File: src/rtl/fast_subtractor_4stage.sv
// fast_subtractor_4stage
// Pipelined subtractor computing out_diff = in_a - in_b as in_a + ~in_b + 1.
// One carry-lookahead slice of SLICE bits is resolved per pipeline stage and the
// inter-slice carry is registered between stages. Valid/ready handshaking uses a
// single global advance signal, so a stall freezes every stage, bubbles included.
// The final stage register drives every out_* port directly.

module fast_subtractor_4stage #(
    parameter int WIDTH = 32,
    parameter int SLICE = 8,
    parameter int TAG_W = 4
) (
    input  logic             clock,
    input  logic             reset,
    input  logic             in_valid,
    output logic             in_ready,
    input  logic [WIDTH-1:0] in_a,
    input  logic [WIDTH-1:0] in_b,
    input  logic [TAG_W-1:0] in_tag,
    output logic             out_valid,
    input  logic             out_ready,
    output logic [WIDTH-1:0] out_diff,
    output logic             out_borrow,
    output logic             out_ovf,
    output logic [TAG_W-1:0] out_tag
);

    localparam int STAGES = WIDTH / SLICE;
    localparam int LAST   = STAGES - 1;

    // Carry-lookahead adder slice: every carry is formed directly from the
    // generate/propagate terms and the slice carry-in (sum-of-products form).
    // Returns {carry_out, sum}.
    function automatic logic [SLICE:0] cla_slice(
        input logic [SLICE-1:0] a,
        input logic [SLICE-1:0] b,
        input logic             cin
    );
        logic [SLICE-1:0] g;
        logic [SLICE-1:0] p;
        logic [SLICE:0]   c;
        logic             term;
        g    = a & b;
        p    = a ^ b;
        c    = '0;
        term = 1'b0;
        for (int i = 0; i <= SLICE; i++) begin
            term = cin;
            for (int m = 0; m < i; m++) begin
                term = term & p[m];
            end
            c[i] = term;
            for (int j = 0; j < i; j++) begin
                term = g[j];
                for (int m = j + 1; m < i; m++) begin
                    term = term & p[m];
                end
                c[i] = c[i] | term;
            end
        end
        return {c[SLICE], p ^ c[SLICE-1:0]};
    endfunction

    logic advance;

    assign advance  = !out_valid || out_ready;
    assign in_ready = advance && !reset;

    // Slice 0 works straight off the operands with carry-in 1 (the +1 of two's complement).
    logic [SLICE-1:0] s0_sum;
    logic             s0_cout;

    assign {s0_cout, s0_sum} = cla_slice(in_a[SLICE-1:0], ~in_b[SLICE-1:0], 1'b1);

    genvar k;
    generate
        for (k = 1; k < STAGES; k++) begin : g_stage
            localparam int LO   = k * SLICE;
            localparam int HI_W = WIDTH - LO;

            logic             valid_q;
            logic [LO-1:0]    diff_q;
            logic             carry_q;
            logic [HI_W-1:0]  a_hi_q;
            logic [HI_W-1:0]  nb_hi_q;
            logic [TAG_W-1:0] tag_q;

            logic             nxt_valid;
            logic [LO-1:0]    nxt_diff;
            logic             nxt_carry;
            logic [HI_W-1:0]  nxt_a_hi;
            logic [HI_W-1:0]  nxt_nb_hi;
            logic [TAG_W-1:0] nxt_tag;

            if (k == 1) begin : g_first
                assign nxt_valid = in_valid;
                assign nxt_diff  = s0_sum;
                assign nxt_carry = s0_cout;
                assign nxt_a_hi  = in_a[WIDTH-1:SLICE];
                assign nxt_nb_hi = ~in_b[WIDTH-1:SLICE];
                assign nxt_tag   = in_tag;
            end else begin : g_mid
                logic [SLICE-1:0] sum;
                logic             cout;

                assign {cout, sum} = cla_slice(g_stage[k-1].a_hi_q[SLICE-1:0],
                                               g_stage[k-1].nb_hi_q[SLICE-1:0],
                                               g_stage[k-1].carry_q);
                assign nxt_valid = g_stage[k-1].valid_q;
                assign nxt_diff  = {sum, g_stage[k-1].diff_q};
                assign nxt_carry = cout;
                assign nxt_a_hi  = g_stage[k-1].a_hi_q[WIDTH-(k-1)*SLICE-1:SLICE];
                assign nxt_nb_hi = g_stage[k-1].nb_hi_q[WIDTH-(k-1)*SLICE-1:SLICE];
                assign nxt_tag   = g_stage[k-1].tag_q;
            end

            // Stage register: cleared on reset, frozen whenever the output is stalled.
            always_ff @(posedge clock) begin
                if (reset) begin
                    valid_q <= 1'b0;
                    diff_q  <= '0;
                    carry_q <= 1'b0;
                    a_hi_q  <= '0;
                    nb_hi_q <= '0;
                    tag_q   <= '0;
                end else if (advance) begin
                    valid_q <= nxt_valid;
                    diff_q  <= nxt_diff;
                    carry_q <= nxt_carry;
                    a_hi_q  <= nxt_a_hi;
                    nb_hi_q <= nxt_nb_hi;
                    tag_q   <= nxt_tag;
                end
            end
        end
    endgenerate

    // Final slice resolves the top bits and the flags from the last intermediate stage.
    logic [SLICE-1:0] fin_sum;
    logic             fin_cout;
    logic             fin_a_msb;
    logic             fin_b_msb;

    assign {fin_cout, fin_sum} = cla_slice(g_stage[LAST].a_hi_q,
                                           g_stage[LAST].nb_hi_q,
                                           g_stage[LAST].carry_q);
    assign fin_a_msb = g_stage[LAST].a_hi_q[SLICE-1];
    assign fin_b_msb = ~g_stage[LAST].nb_hi_q[SLICE-1];

    // Output stage register: holds the result steady while the consumer stalls.
    always_ff @(posedge clock) begin
        if (reset) begin
            out_valid  <= 1'b0;
            out_diff   <= '0;
            out_borrow <= 1'b0;
            out_ovf    <= 1'b0;
            out_tag    <= '0;
        end else if (advance) begin
            out_valid  <= g_stage[LAST].valid_q;
            out_diff   <= {fin_sum, g_stage[LAST].diff_q};
            out_borrow <= ~fin_cout;
            out_ovf    <= (fin_a_msb != fin_b_msb) && (fin_sum[SLICE-1] != fin_a_msb);
            out_tag    <= g_stage[LAST].tag_q;
        end
    end

endmodule

File: config.mk
export PLATFORM = sky130hd
export DESIGN_NAME = fast_subtractor_4stage
export DESIGN_NICKNAME = d
export VERILOG_FILES = /design/src/rtl/fast_subtractor_4stage.sv
export SDC_FILE = /design/constraint.sdc
export NUM_CORES = 1
export LEC_CHECK = 0
export BUFFER_PORTS_ARGS = -buffer_cell sky130_fd_sc_hd__buf_2
export CORE_MARGIN = 3
export CORE_UTILIZATION = 44
export DETAILED_ROUTE_END_ITERATION = 12
export GPL_TIMING_DRIVEN = 1
export SLEW_MARGIN = 20
export SYNTH_ARGS = -nofsm -noshare
export SYNTH_HDL_FRONTEND = slang
export SYNTH_SLANG_ARGS = --single-unit
export TNS_END_PERCENT = 100
File: constraint.sdc
create_clock -name clock -period 2.2 [get_ports clock]
set_input_delay 0.44 -clock clock [delete_from_list [all_inputs] [get_ports clock]]
set_output_delay 0.44 -clock clock [all_outputs]
set_load 0.01 [all_outputs]
# After elaboration in Yosys (flattened, before gate mapping)
# Cells that the tools add are included.
[totals] ff_bits=201 inputBits=72 output_inout_bits=40 wordCells=333
[classes] n_eq_ne=2 n_bitwise=303 n_reduce_logical=5
[ops] operator="1-bit OR" count=144
[ops] operator="1-bit AND" count=143
[ops] operator="8-bit bitwise XOR" count=8
[ops] operator="8-bit AND" count=4
[ops] operator="24-bit inverter" count=1
[ops] operator="8-bit inverter" count=1
[ops] operator="1-bit logical AND" count=2
[ops] operator="1-bit logical NOT" count=2
[ops] operator="1-bit != test" count=2
[ops] operator="1-bit inverter" count=2
[ops] operator="1-bit logical OR" count=1

# Depth between registers and ports, before layout
[logic_depth] word_depth=18 depth_mapped=7 mapped_depth_nobuf=7

# Least setup slack after synthesis
# No wires, ideal clock.
[synth_timing] kind="register to register" startpoint="register g_stage[1].a_hi_q[0]" endpoint="register g_stage[2].diff_q[11]" setup_time_ns=0.131 arrival_ns=1.654 required_time_ns=2.069 slack_ns=0.416 stages_incl_launch_ff=8 path_buffers=0 period_less_slack_ns=1.784 cell_sequence="dfxtp_1 > ha_1 > ha_1 > o21a_1 > or2_2 > a21oi_1 > xor2_1 > o21ai_0"
[synth_via] elab_chain_len=8 elab_cells_between_ends=11 cone_classes="bitwise: 11"
[synth_lines] element="start, declared" line_no="84" rtl="logic [HI_W-1:0] a_hi_q;"
[synth_lines] element="start signal, assigned" line_no="130" rtl="a_hi_q <= nxt_a_hi;"
[synth_lines] element="8-bit bitwise XOR" line_no="44" rtl="p = a ^ b;"
[synth_lines] element="1-bit AND (3 in a row)" line_no="50" rtl="term = term & p[m];"
[synth_lines] element="1-bit OR (*) (3 in a row)" line_no="58" rtl="c[i] = c[i] | term;"
[synth_lines] element="8-bit bitwise XOR (*)" line_no="61" rtl="return {c[SLICE], p ^ c[SLICE-1:0]};"
[synth_lines] element="end signal, assigned" line_no="128" rtl="diff_q <= nxt_diff;"
[synth_lines] element="end, declared" line_no="82" rtl="logic [LO-1:0] diff_q;"
# Every way passes the cells marked *; elsewhere a longest branch is shown, timed or not.
# A chain may end at the register's enable or synchronous reset.

# Worst setup path in the final report
[layout_timing] startpoint="register g_stage[2].a_hi_q[0]" endpoint="register g_stage[3].carry_q"
[layout_via] elab_chain_len=17 elab_cells_between_ends=25 cone_classes="bitwise: 25"
[layout_lines] element="start, declared" line_no="84"
[layout_lines] element="start signal, assigned" line_no="130"
[layout_lines] element="8-bit bitwise XOR" line_no="44"
[layout_lines] element="1-bit AND (8 in a row)" line_no="50"
[layout_lines] element="1-bit OR (*) (8 in a row)" line_no="58"
[layout_lines] element="end signal, assigned" line_no="129" rtl="carry_q <= nxt_carry;"
[layout_lines] element="end, declared" line_no="83" rtl="logic carry_q;"
# Marks and branches as above.

==> impl_metrics.tcl <==
set metrics [dict create \
    ant_nets 0 \
    top_usage_layer "met2" \
    syn-num-nets 1080 \
    start_kind "register" \
    start_util 0.4573 \
    gp_congestion 0.7886 \
    use_met2 0.2772 \
    antenna_cells 0 \
    dpl.hpwl_um 11300 \
    hold_violations 0 \
    yosys_most_used_dff "dfxtp_1" \
    leakagePower_nw 4.126 \
    cts_resized 0 \
    worstReg2RegStart "g_stage[2].a_hi_q[0]" \
    grt_max_degree 102 \
    status "finished clean" \
    power.switching_mw 1.912 \
    synth_adder_area_share 0.06322 \
    grt_pass1_wl_um 28630 \
    crit_top_cell "ha_1" \
    clock-sinks 201 \
    cp_num_buf_inv 0 \
    die_y_um 141.5 \
    cts_setup_buffers 0 \
    cts_tree "yes" \
    first_global_vias 5966 \
    slew_violations 0 \
    reg2reg_slack_ns 0.29 \
    synth_edf_count 0 \
    drt_iter0_drc 280 \
    synth-simple-area-share 0.1968 \
    yosys_warnings 0 \
    cts_made_buffers 22 \
    area_growth_pct 18.62 \
    intPower_mw 6.210 \
    ys_types 38 \
    synth.avg_cell_area_sq_um 8.334 \
    cp_top_family "compound AO/OA/AOI/OAI gates" \
    ys_ff_latch 201 \
    fp.dieW_um 141.5 \
    power_frac_seq 0.485 \
    synth_top_family_by_area "simple AND/OR/NAND/NOR gates" \
    synth_mux_area_frac 0 \
    port_buffers 111 \
    path_cells "ha_1 -> ha_1 -> o21a_1 -> o221ai_2 -> o21ai_1 -> a211oi_1 -> nor3_1" \
    worst_pin_slew_ns 0.5599 \
    setup_viol_count_final 0 \
    rr_endpoint "g_stage[3].carry_q" \
    cpPeakStageDelay_ns 0.34 \
    synth_top_area_frac 0.4983 \
    p_per_area_nw_per_um2 847.9 \
    post_drt_via_cell_ratio 4.980 \
    yosys.area.top_type "dfxtp_1" \
    worstHoldStart "in_b[20]" \
    clk_latency_ns 0.51 \
    track_usage 0.1673 \
    routed_wl_um 17040 \
    cp-end-kind "register" \
    ctsHoldBuffers 0 \
    clockBufferDepth 3 \
    placed_cell_area_sq_um 8860 \
    worstPathRequired_ns 2.58 \
    clockRootBuffer "clkbuf_16" \
    p_comb_frac 0.078 \
    synth-async-reset-ratio 0 \
    io_pins 112 \
    fin_nets 1163 \
    synth_compound_area_frac 0.1824 \
    dr.pass1.iters 4 \
    met1_usage 0.2296 \
    finalCritPeriodShare 0.8703 \
    worstPathArrival_ns 2.29 \
    slowest_stage "dfxtp_1" \
    synthCells 969 \
    rows 48 \
    critical_path_class "reg2reg" \
    drive_gt1_frac 0.1715 \
    crit_path_max_fanout 4 \
    antenna_found_initial 0 \
    final_area_sq_um 9579 \
    p_total_mw 8.122 \
    num_vias 6434 \
    hold_depth 2 \
    coreArea_sq_um 17660 \
    ys_seq_area_frac 0.4983 \
    ir_drop_v 0.0006096 \
    fin_crit_ns 1.915 \
    rsz0062_at_grt "no" \
    cap_viol_max_count 0 \
    skew_ns 0.01413 \
    switching_share 0.2354 \
    grt.overflow.total 0 \
    synth_xor_area_frac 0.01844 \
    r2r.worst_path.cells 7 \
    fmax_ghz 0.5223 \
    clk_pin_slew_ns 0.06 \
    maxSlewHeadroom 0.6254 \
    synthesis.area_sq_um 8075 \
    min_to "g_stage[1].nb_hi_q[12]" \
    netlist_top_cells_area "dfxtp_1 (50%), nand2_1 (14%), a21oi_1 (9.8%)" \
    nFillCells 1739 \
    wl_per_cell_um 13.19 \
    hold_class "in2reg" \
    h-tree-depth 1 \
    met3_usage 0.02865 \
    final.setup.tns_ns 0 \
    drcViolationCount 0 \
    die_area_sq_um 20010 \
    pwr-share-clk 0.437 \
]
metal layers:
layer | share of wire | up-vias
met4 | 0.019 | 0
met2 | 0.46 | 92
li1 | - | 3413
met5 | 0 | -
met3 | 0.037 | 24
met1 | 0.48 | 2905
kinds of logic (layout without fill, tap and decap cells):
group,Yosys count,after routing
and+or+nand+nor,386,386
AOI/OAI and AO/OA,244,244
buffers and inverters,82,180
DFF,201,201
xor gates and xnor gates,17,17
adders and majority gates,39,39
power groups by stage:
| stage | clock network (mW) | logic [mW] | registers [mW] |
|---|---|---|---|
| after floorplan | 0 | 0.425 | 4.01 |
| after global placement | 0 | 0.628 | 4.02 |
| after detailed placement | 0 | 0.636 | 4.02 |
| after CTS | 3.65 | 0.641 | 3.94 |
| after global routing | 3.79 | 0.721 | 3.97 |
| final | 3.55 | 0.631 | 3.94 |
final cells by class:
| type | count | area, sq um | share of cell area |
|---|---|---|---|
| timing repair buffer | 126 | 762.0 | 0.07955 |
| clock buffer | 30 | 650.6 | 0.06792 |
| multi-input combinational | 686 | 3736 | 0.3900 |
| inverter | 15 | 56.30 | 0.005878 |
| tap | 225 | 281.5 | 0.02939 |
| clock inverter | 9 | 68.82 | 0.007184 |
| sequential | 201 | 4024 | 0.4201 |
worst reg2reg max path, delay by kind of cell (launching register included):
kind | cells | cell delay [ns]
flops | 1 | 0.34
simple gates | 1 | 0.08
fa+ha+maj | 2 | 0.48
compound gates | 4 | 0.91
flip-flops by register name, summed over array words and instances (netlist names):
| signal | count |
|---|---|
| g_stage.a_hi_q | 48 |
| g_stage.diff_q | 48 |
| g_stage.nb_hi_q | 48 |
| out_diff | 32 |
| g_stage.tag_q | 12 |
| out_tag | 4 |
| g_stage.carry_q | 3 |
| g_stage.valid_q | 3 |
| out_borrow | 1 |
| out_ovf | 1 |
| out_valid | 1 |
metrics by stage:
stage / cells / hold slack, ns / util / setup slack (ns)
detailed placement: 1253 / 0.4409 / 0.5018 / 0.1757
floorplan: 969 / 0.4249 / - / 0.4156
global route: 1292 / 0.08836 / 0.5425 / 0.1814
global placement: 1253 / 0.4334 / 0.5018 / 0.2370
CTS: 1292 / 0.08154 / 0.5425 / 0.2793
finish: 1292 / 0.1038 / 0.5425 / 0.2853
cell usage in the layout, fill, tap and decap left out, types with 2 or more instances in the layout:
master / instances
nand2_1: 306
dfxtp_1: 201
a21oi_1: 158
buf_2: 110
nor2_1: 43
a211oi_1: 36
ha_1: 36
clkbuf_16: 22
inv_1: 15
xor2_1: 13
o21ai_0: 10
nor3_1: 10
o21a_1: 8
nor3b_1: 8
buf_4: 8
clkbuf_8: 7
buf_12: 7
o22ai_1: 5
a21o_1: 4
o31a_1: 4
or2_2: 4
nand3b_1: 4
xnor2_1: 4
nor4b_2: 4
a211o_1: 4
clkinv_2: 4
a21boi_1: 3
fa_1: 3
or3_1: 2
o221ai_2: 2
or3_4: 2
o221ai_4: 2
o21ai_1: 2
clkinv_4: 2
clkinvlp_4: 2
worst max-delay path by stage:
| stage | depth (start not counted) | endpoint | from | slack [ns] |
|---|---|---|---|---|
| 6_report | 7 | g_stage[3].carry_q | g_stage[2].a_hi_q[0] | 0.29 |
| 5_1_grt | 7 | out_borrow | g_stage[3].a_hi_q[0] | 0.18 |
| 4_1_cts | 7 | g_stage[3].carry_q | g_stage[2].a_hi_q[0] | 0.28 |
| 3_5_place_dp | 7 | g_stage[1].carry_q | in_a[3] | 0.18 |
| 3_3_place_gp | 7 | g_stage[1].carry_q | in_a[3] | 0.24 |
| 2_1_floorplan | 7 | g_stage[2].diff_q[11] | g_stage[1].a_hi_q[0] | 0.42 |
synthesized netlist by cell type, types with 5 or more instances:
cell / n
buf_1: 14
a211oi_1: 36
o22ai_1: 5
buf_2: 18
o21ai_0: 10
clkbuf_1: 35
nor3b_1: 8
nand2_1: 306
xor2_1: 13
inv_1: 15
o21a_1: 8
a21oi_1: 158
ha_1: 36
nor2_1: 43
dfxtp_1: 201
nor3_1: 10
Note: power is estimated with default switching activity, not from simulation.
